`config.mk`:
```
export PLATFORM = sky130hd
export DESIGN_NAME = mem_port_arbiter_flat
export DESIGN_NICKNAME = d
export VERILOG_FILES = /design/src/rtl/mem_port_arbiter_if.sv /design/src/rtl/mem_port_arbiter.sv /design/src/flat_wrapper.sv
export SDC_FILE = /design/constraint.sdc
export NUM_CORES = 1
export LEC_CHECK = 0
export CAP_MARGIN = 20
export CORE_MARGIN = 2
export CORE_UTILIZATION = 46
export DETAILED_ROUTE_END_ITERATION = 12
export PLACE_DENSITY = 0.85
export SKIP_LAST_GASP = 1
export SLEW_MARGIN = 20
export SYNTH_ARGS = -nofsm -noshare
export SYNTH_HDL_FRONTEND = slang
export SYNTH_SLANG_ARGS = --single-unit
```
`constraint.sdc`:
```
create_clock -name clock -period 3.59 [get_ports clock]
set_input_delay 0.718 -clock clock [delete_from_list [all_inputs] [get_ports clock]]
set_output_delay 0.718 -clock clock [all_outputs]
set_load 0.01 [all_outputs]
```
`src/rtl/mem_port_arbiter_if.sv`:
```
// One requester port of mem_port_arbiter: req/gnt/done handshake plus access fields.
// master = requester (CPU or AUX side), slave = arbiter side.
interface mem_port_arbiter_if #(
  parameter int ADDR_W = 8,
  parameter int DATA_W = 8
);
  logic              req;
  logic              we;
  logic [ADDR_W-1:0] addr;
  logic [DATA_W-1:0] wdata;
  logic              gnt;
  logic              done;
  logic [DATA_W-1:0] rdata;

  modport master (output req, we, addr, wdata, input gnt, done, rdata);
  modport slave  (input req, we, addr, wdata, output gnt, done, rdata);
endinterface

```
`src/rtl/mem_port_arbiter.sv`:
```
// Two-port (CPU, AUX) arbiter serialising accesses to a single-port memory.
// Build option ARB_ROUND_ROBIN_EN: round-robin on contention instead of CPU priority + starvation guard.
module mem_port_arbiter #(
  parameter int ADDR_W     = 8,
  parameter int DATA_W     = 8,
  parameter int MEM_LAT    = 1,
  parameter int STARVE_MAX = 4
) (
  input  logic              clock,
  input  logic              reset,
  mem_port_arbiter_if.slave cpu,
  mem_port_arbiter_if.slave aux,
  output logic [ADDR_W-1:0] mem_addr,
  output logic [DATA_W-1:0] mem_wdata,
  output logic              mem_we,
  output logic              mem_re,
  input  logic [DATA_W-1:0] mem_rdata
);
  localparam int               LAT_W    = (MEM_LAT > 1) ? $clog2(MEM_LAT) : 1;
  localparam logic [LAT_W-1:0] LAT_LAST = LAT_W'(MEM_LAT - 1);
  localparam logic             PORT_CPU = 1'b0;
  localparam logic             PORT_AUX = 1'b1;

  typedef enum logic [1:0] {
    ST_IDLE   = 2'd0,
    ST_ACCESS = 2'd1,
    ST_DONE   = 2'd2
  } state_e;

  state_e            state_q, state_d;
  logic              owner_q, owner_d;
  logic              we_q, we_d;
  logic [LAT_W-1:0]  lat_q, lat_d;
  logic [ADDR_W-1:0] addr_q, addr_d;
  logic [DATA_W-1:0] wdata_q, wdata_d;
  logic [DATA_W-1:0] cpu_rdata_q, cpu_rdata_d;
  logic [DATA_W-1:0] aux_rdata_q, aux_rdata_d;
  logic              cpu_gnt_q, cpu_gnt_d;
  logic              aux_gnt_q, aux_gnt_d;
  logic              cpu_done_q, cpu_done_d;
  logic              aux_done_q, aux_done_d;
  logic              mem_we_q, mem_we_d;
  logic              mem_re_q, mem_re_d;
  logic              grant_aux;
  logic              gnt_any;
  logic              done_any;
  logic              win_we;

`ifdef ARB_ROUND_ROBIN_EN
  logic rr_last_q, rr_last_d;
`else
  localparam int                  STARVE_W   = $clog2(STARVE_MAX + 1);
  localparam logic [STARVE_W-1:0] STARVE_LIM = STARVE_W'(STARVE_MAX);
  logic [STARVE_W-1:0] starve_q, starve_d;
`endif

  // Arbitration decision, only consumed in IDLE
  always_comb begin
    grant_aux = 1'b0;
    if (cpu.req && aux.req) begin
`ifdef ARB_ROUND_ROBIN_EN
      grant_aux = (rr_last_q == PORT_CPU);
`else
      grant_aux = (starve_q == STARVE_LIM);
`endif
    end else if (aux.req) begin
      grant_aux = 1'b1;
    end else begin
      grant_aux = 1'b0;
    end
  end

  // Next-state, datapath latches and next values of all registered outputs
  always_comb begin
    state_d     = state_q;
    owner_d     = owner_q;
    we_d        = we_q;
    lat_d       = lat_q;
    addr_d      = addr_q;
    wdata_d     = wdata_q;
    cpu_rdata_d = cpu_rdata_q;
    aux_rdata_d = aux_rdata_q;
    mem_we_d    = 1'b0;
    mem_re_d    = 1'b0;
    gnt_any     = 1'b0;
    done_any    = 1'b0;
    win_we      = grant_aux ? aux.we : cpu.we;
`ifdef ARB_ROUND_ROBIN_EN
    rr_last_d   = rr_last_q;
`else
    starve_d    = starve_q;
`endif
    case (state_q)
      ST_IDLE: begin
        if (cpu.req || aux.req) begin
          state_d  = ST_ACCESS;
          owner_d  = grant_aux;
          we_d     = win_we;
          lat_d    = {LAT_W{1'b0}};
          addr_d   = grant_aux ? aux.addr : cpu.addr;
          wdata_d  = grant_aux ? aux.wdata : cpu.wdata;
          mem_we_d = win_we;
          mem_re_d = ~win_we;
          gnt_any  = 1'b1;
`ifdef ARB_ROUND_ROBIN_EN
          rr_last_d = grant_aux;
`else
          // Count CPU wins only while AUX is actually waiting
          if (grant_aux) begin
            starve_d = {STARVE_W{1'b0}};
          end else if (aux.req && (starve_q != STARVE_LIM)) begin
            starve_d = starve_q + STARVE_W'(1);
          end else begin
            starve_d = starve_q;
          end
`endif
        end else begin
          state_d = ST_IDLE;
        end
      end
      ST_ACCESS: begin
        gnt_any = 1'b1;
        if (lat_q == LAT_LAST) begin
          state_d     = ST_DONE;
          done_any    = 1'b1;
          cpu_rdata_d = (!we_q && (owner_q == PORT_CPU)) ? mem_rdata : cpu_rdata_q;
          aux_rdata_d = (!we_q && (owner_q == PORT_AUX)) ? mem_rdata : aux_rdata_q;
        end else begin
          lat_d    = lat_q + LAT_W'(1);
          mem_re_d = ~we_q;
        end
      end
      ST_DONE: begin
        state_d = ST_IDLE;
      end
      default: begin
        state_d = ST_IDLE;
      end
    endcase
    cpu_gnt_d  = gnt_any  & (owner_d == PORT_CPU);
    aux_gnt_d  = gnt_any  & (owner_d == PORT_AUX);
    cpu_done_d = done_any & (owner_d == PORT_CPU);
    aux_done_d = done_any & (owner_d == PORT_AUX);
  end

  // State and output registers; reset abandons any access in flight
  always_ff @(posedge clock) begin
    if (reset) begin
      state_q     <= ST_IDLE;
      owner_q     <= PORT_CPU;
      we_q        <= 1'b0;
      lat_q       <= {LAT_W{1'b0}};
      addr_q      <= {ADDR_W{1'b0}};
      wdata_q     <= {DATA_W{1'b0}};
      cpu_rdata_q <= {DATA_W{1'b0}};
      aux_rdata_q <= {DATA_W{1'b0}};
      cpu_gnt_q   <= 1'b0;
      aux_gnt_q   <= 1'b0;
      cpu_done_q  <= 1'b0;
      aux_done_q  <= 1'b0;
      mem_we_q    <= 1'b0;
      mem_re_q    <= 1'b0;
`ifdef ARB_ROUND_ROBIN_EN
      rr_last_q   <= PORT_AUX;
`else
      starve_q    <= {STARVE_W{1'b0}};
`endif
    end else begin
      state_q     <= state_d;
      owner_q     <= owner_d;
      we_q        <= we_d;
      lat_q       <= lat_d;
      addr_q      <= addr_d;
      wdata_q     <= wdata_d;
      cpu_rdata_q <= cpu_rdata_d;
      aux_rdata_q <= aux_rdata_d;
      cpu_gnt_q   <= cpu_gnt_d;
      aux_gnt_q   <= aux_gnt_d;
      cpu_done_q  <= cpu_done_d;
      aux_done_q  <= aux_done_d;
      mem_we_q    <= mem_we_d;
      mem_re_q    <= mem_re_d;
`ifdef ARB_ROUND_ROBIN_EN
      rr_last_q   <= rr_last_d;
`else
      starve_q    <= starve_d;
`endif
    end
  end

  assign cpu.gnt   = cpu_gnt_q;
  assign cpu.done  = cpu_done_q;
  assign cpu.rdata = cpu_rdata_q;
  assign aux.gnt   = aux_gnt_q;
  assign aux.done  = aux_done_q;
  assign aux.rdata = aux_rdata_q;
  assign mem_addr  = addr_q;
  assign mem_wdata = wdata_q;
  assign mem_we    = mem_we_q;
  assign mem_re    = mem_re_q;

endmodule
```
`src/flat_wrapper.sv`:
```
// flat-port wrapper written by rule: the top's interface ports become plain ports
module mem_port_arbiter_flat 
#(
  parameter int ADDR_W     = 8,
  parameter int DATA_W     = 8,
  parameter int MEM_LAT    = 1,
  parameter int STARVE_MAX = 4
)
  (clock, reset, mem_addr, mem_wdata, mem_we, mem_re, mem_rdata, cpu_req, cpu_we, cpu_addr, cpu_wdata, cpu_gnt, cpu_done, cpu_rdata, aux_req, aux_we, aux_addr, aux_wdata, aux_gnt, aux_done, aux_rdata);
  mem_port_arbiter_if #(.ADDR_W(ADDR_W), .DATA_W(DATA_W)) cpu_i ();
  mem_port_arbiter_if #(.ADDR_W(ADDR_W), .DATA_W(DATA_W)) aux_i ();
  input  logic clock;
  input  logic reset;
  output logic [ADDR_W-1:0] mem_addr;
  output logic [DATA_W-1:0] mem_wdata;
  output logic mem_we;
  output logic mem_re;
  input  logic [DATA_W-1:0] mem_rdata;
  input wire logic [$bits(cpu_i.req)-1:0] cpu_req;
  input wire logic [$bits(cpu_i.we)-1:0] cpu_we;
  input wire logic [$bits(cpu_i.addr)-1:0] cpu_addr;
  input wire logic [$bits(cpu_i.wdata)-1:0] cpu_wdata;
  output wire logic [$bits(cpu_i.gnt)-1:0] cpu_gnt;
  output wire logic [$bits(cpu_i.done)-1:0] cpu_done;
  output wire logic [$bits(cpu_i.rdata)-1:0] cpu_rdata;
  input wire logic [$bits(aux_i.req)-1:0] aux_req;
  input wire logic [$bits(aux_i.we)-1:0] aux_we;
  input wire logic [$bits(aux_i.addr)-1:0] aux_addr;
  input wire logic [$bits(aux_i.wdata)-1:0] aux_wdata;
  output wire logic [$bits(aux_i.gnt)-1:0] aux_gnt;
  output wire logic [$bits(aux_i.done)-1:0] aux_done;
  output wire logic [$bits(aux_i.rdata)-1:0] aux_rdata;
  assign cpu_i.req = cpu_req;
  assign cpu_i.we = cpu_we;
  assign cpu_i.addr = cpu_addr;
  assign cpu_i.wdata = cpu_wdata;
  assign cpu_gnt = cpu_i.gnt;
  assign cpu_done = cpu_i.done;
  assign cpu_rdata = cpu_i.rdata;
  assign aux_i.req = aux_req;
  assign aux_i.we = aux_we;
  assign aux_i.addr = aux_addr;
  assign aux_i.wdata = aux_wdata;
  assign aux_gnt = aux_i.gnt;
  assign aux_done = aux_i.done;
  assign aux_rdata = aux_i.rdata;
  mem_port_arbiter #(.ADDR_W(ADDR_W), .DATA_W(DATA_W), .MEM_LAT(MEM_LAT), .STARVE_MAX(STARVE_MAX)) u_core (.clock(clock), .reset(reset), .cpu(cpu_i), .aux(aux_i), .mem_addr(mem_addr), .mem_wdata(mem_wdata), .mem_we(mem_we), .mem_re(mem_re), .mem_rdata(mem_rdata));
endmodule
```
Word level (Yosys, flattened, before mapping)
Cells that the tools add are included.
Widths: inputs -> output; s select.
{ "op_classes": {"n_reduce_logical": 15, "n_mul": 0, "bitwise": 11, "n_div": 0, "shifts": 0, "addsub": 2, "mux": 22, "n_eq_ne": 5, "magnitude_cmp": 0} }
{ "op_table": {"columns": ["op", "count"], "rows": [
  ["$mux 8", 2],
  ["$mux 1", 13],
  ["$reduce_and 3->1", 3],
  ["$not 1->1", 7],
  ["$mux 3", 2],
  ["$pmux 1 s2", 3],
  ["$and 1x1->1", 4],
  ["$logic_and 1x1->1", 4],
  ["$pmux 2 s2", 1],
  ["$reduce_and 2->1", 2],
  ["$reduce_bool 2->1", 2],
  ["$add 3x1->3 const B", 1],
  ["$eq 3x3->1 const B", 1],
  ["$ne 3x3->1 const B", 1],
  ["$reduce_or 3->1", 1],
  ["$eq 2x1->1 const B", 1],
  ["$logic_not 2->1", 1],
  ["$mux 2", 1],
  ["$ne 2x1->1 const B", 1],
  ["$ne 2x2->1 const B", 1],
  ["$add 1x1->1 const B", 1],
  ["$logic_not 1->1", 1],
  ["$logic_or 1x1->1", 1]
]} }
{ "word_totals": {"ramBits": 0, "latchBits": 0, "inputBits": 46, "regBits": 46, "mem_bits_ro": 0, "n_memories": 0} }

Logic depth before layout (Yosys ltp)
{ "depth": {"depth_word": 6, "ltp_mapped": 7} }

Worst setup path before layout
OpenSTA, ideal clock, no wires.
{ "synth_path": {"path_type": "input -> register", "from": "in aux_req", "to": "reg u_core.wdata_q[2] (netlist: u_core.mem_wdata[2])", "t_arrival_ns": 1.771, "setup_time_ns": 0.122, "path_slack_ns": 1.697, "cell_stages": 4, "path_cell_list": "nor2_1 clkbuf_1 nor4b_1 a221o_1"} }
{ "synth_between": {"elab_chain_cells": 3, "word_cells_on_any_way": 6, "classes_between": "mux: 3; reduce/logical: 3"} }
{ "synth_lines": {"columns": ["element", "line", "source"], "rows": [
  ["start, declared", "flat_wrapper.sv:26", "input wire logic [$bits(aux_i.req)-1:0] aux_req;"],
  ["$mux 1 or $logic_and 1x1->1 (tied branches)", "mem_port_arbiter.sv:66, mem_port_arbiter.sv:60", null],
  ["$mux 1", "mem_port_arbiter.sv:60", "if (cpu.req && aux.req) begin"],
  ["$mux 8", "mem_port_arbiter.sv:101", "wdata_d = grant_aux ? aux.wdata : cpu.wdata;"],
  ["end signal, assigned", "mem_port_arbiter.sv:154", "wdata_q <= {DATA_W{1'b0}};"],
  ["end signal, assigned", "mem_port_arbiter.sv:174", "wdata_q <= wdata_d;"],
  ["end, declared", "mem_port_arbiter.sv:35", "logic [DATA_W-1:0] wdata_q, wdata_d;"]
]} }
Several ways; a longest one is shown, not always the timed one.
A chain may end at the register's enable or synchronous reset.

Worst setup path after layout
{ "layout_path": {"from": "in aux_req", "to": "reg u_core.starve_q[2]"} }
{ "layout_between": {"elab_chain_cells": 4, "word_cells_on_any_way": 8, "classes_between": "mux: 3; reduce/logical: 5"} }
{ "layout_lines": {"columns": ["element", "line", "source"], "rows": [
  ["$mux 1 or $logic_and 1x1->1 (tied branches)", "mem_port_arbiter.sv:66, mem_port_arbiter.sv:60", null],
  ["$mux 1", "mem_port_arbiter.sv:60", null],
  ["$reduce_bool 2->1 (no line)", null, null],
  ["$reduce_and 3->1 (no line)", null, null],
  ["end signal, assigned", "mem_port_arbiter.sv:166", "starve_q <= {STARVE_W{1'b0}};"],
  ["end signal, assigned", "mem_port_arbiter.sv:186", "starve_q <= starve_d;"],
  ["end, declared", "mem_port_arbiter.sv:54", "logic [STARVE_W-1:0] starve_q, starve_d;"]
]} }
Several ways; a longest one is shown, not always the timed one.

==> results.md <==
- Layout cells sized above 1: roughly 6.2%
- Final hold violations: 0
- GRT busiest layer: met2
- TritonCTS clock tree: built
- Final cycle utilization of the critical path: 67.0%
- Hpwl dp: between 3000 and 4000 um
- Overflow after GRT: 0
- Critical path arrival: 2.60 ns
- Peak supply drop: between 0.3 and 0.4 mV
- H-tree depth: 2
- Mean post-synth cell area: 9.55 um^2
- Worst-path clk slew: roughly 0.08 ns
- GR Layer Usage met2: a little over a third
- Power Total: between 1 and 1.5 mW
- Post-cts gate resize count: 0
- Largest net degree at the start of global routing: 37
- Max Cap Viol: 0
- Max Clock Freq: approximately 420 MHz
- Initial DRC count: approximately 180
- Die area: 5080 um^2
- Post-DRT Antenna Nets: 0
- Initial antenna violation count: 0
- Outcome: complete, no violations
- Vias in the first global route: approximately 1900
- Cell Rows: 24
- Synth unique cells: 36
- Seq cells post-synth: 45
- Seq/Total Area, Yosys: a little over two fifths
- Max transition margin: 46.6%
- Final Core Density: 69.0%
- Post-route insts no fill: ~340
- Worst Path Max Fanout: 14
- Setup crit end kind: flip-flop
- CTS Buf Count: 5
- Pins Over Slew Limit: 0
- Final net count: 339
- Met3 Use GR: 7.45%
- Post-Route WL: approximately 5700 um
- PortBufs: 83
- Clk_lat worst skew: between 0.3 and 0.4 ns
- FILL cells: approximately 330
- Chip Height: between 70 and 80 um
- Overall Global Routing Usage: a little under a quarter
- RSZ-0062 raised after global routing: no
- GP Congestion: ~0.76
- Clock sinks: 45
- DR pass1 iterations: 4
- Post-synthesis net count: about 270
- DRC viols: 0
- Lkg Pwr: ~1.1 nW
- Die width: approximately 71 um
- Setup-failing EPs final: 0
- Measured slew at the worst slew-check pin: ~0.8 ns
- Total number of vias: between 1500 and 2000
- # diodes: 0
- Routed WL per cell: 16.4 um
- Setup TNS: 0 ns
- Hold Path Depth: 2
- Yosys warning total: 0
- M1 GR Usage: 29.1%
- CP startpoint kind: input pin
- I/O Pins: 84
- First-pass GRT wire length: around 9000 um
- Most common cell after layout, fill and taps aside: clkdlybuf4s50_1
- Avg Vias per Cell: about 5.7
- P per Cell Area: between 300 and 400 nW/um^2
- Hold_buf cts: 0
- Skew final: around 0.0068 ns
- Most frequent cells in the layout: clkdlybuf4s50_1, dfxtp_1, nand2_1, nor2b_1
- Core Area: ~4400 um^2
- Min Tclk post-route: roughly 2.4 ns
- Clock buffer depth: 2
- FF-to-FF path depth: 3
- CP required: approximately 3.8 ns
- Worst Hold Class: reg -> reg
- Worst hold slack: ~0.46 ns
- CTS Root Cell: clkbuf_8
- Post-Place Cells: approximately 340
- Setup CP Type: in -> reg
- Cell area after synthesis: 2080 um^2
- Gate Count Post-Synth: between 200 and 250
- Post-CTS Setup Bufs: 0
- Syn-to-layout area delta: 44.3%
- Initial Utilization: about 48%
==> routing by layer <==
metal | share of wire [%] | wire length (um)
met1 | 44 | 2500
met2 | 47 | 2670
met3 | 6.9 | 391
met4 | 1.5 | 83
met5 | 0 | 0
==> cells by family after synthesis <==
group | share of synthesized area (%)
adders and majority gates | 1.20
buffers and inverters | 6.55
DFF | 43.3
and+or+nand+nor | 31.0
muxes | 3.85
AOI/OAI and AO/OA | 14.1
==> metrics by stage <==
stage / worst slack, ns / cell area (um^2)
finish: 1.18 / 3000
detailed placement: 0.929 / 2890
floorplan: 1.70 / 2080
global route: 1.01 / 3000
CTS: 1.23 / 3000
global placement: 0.955 / 2890
==> power by group <==
part	switching [mW]	internal, mW	total [mW]
Clock	0.173	0.227	0.400
Combinational	0.106	0.139	0.245
Sequential	0.0224	0.533	0.555
Total	0.302	0.899	1.20
==> area by class of cell <==
| cell class | count | area, um^2 | share of cell area [%] |
|---|---|---|---|
| flip-flops and latches | 45 | 901 | 30.0 |
| repair buffers | 87 | 856 | 28.5 |
| well taps | 52 | 65.1 | 2.17 |
| clock buffers | 7 | 86.3 | 2.87 |
| multi-input cells | 148 | 1050 | 35.0 |
| inverters | 4 | 15.0 | 0.500 |
| clock inverters | 1 | 30.0 | 1.00 |
==> sequential cells by signal (all words and copies together) (netlist names), 2 cells and up <==
register          cells
u_core.state_q        2
u_core.aux.rdata      8
u_core.starve_q       3
u_core.mem_wdata      8
u_core.mem_addr       8
u_core.cpu.rdata      8
==> worst paths after layout <==
kind	start	to	slack (ns)
worst max-delay path	aux_req	u_core.starve_q[2]	1.18
worst min-delay path	u_core.cpu.rdata[2]	u_core.cpu.rdata[2]	0.46
worst max register to register	u_core.state_q[1]	u_core.mem_wdata[3]	1.50
worst min register to register	u_core.cpu.rdata[2]	u_core.cpu.rdata[2]	0.46
==> critical path, stage by stage <==
cell and delay (ns):
clkdlybuf4s50_1 0.70, buf_4 0.24, nor3b_1 0.44, o21ai_0 0.23
a32o_1 0.27
==> cell usage after synthesis, drive strengths merged <==
cell type	instances	area share [%]
nor3b	2	0.72
clkbuf	12	2.2
and2	3	0.90
o21ba	1	0.48
o2bb2ai	1	0.42
nor4bb	1	0.48
buf	9	3.7
o22ai	1	0.30
or2	1	0.30
a21oi	11	2.6
nand3	3	0.72
ha	2	1.2
a32oi	1	0.42
a32o	1	0.48
a21bo	1	0.48
nand2	21	3.8
dfxtp	45	43
mux2i	8	3.8
a21boi	1	0.36
nand2b	1	0.30
a221o	16	7.7
nor4b	17	7.5
or4b	1	0.48
or3	1	0.30
nand3b	1	0.36
and4	16	6.7
inv	4	0.72
nor2	14	2.5
a211oi	1	0.36
or3b	2	0.84
nor2b	17	5.1
o21ai	2	0.48
Note: power is estimated with default switching activity, not from simulation.
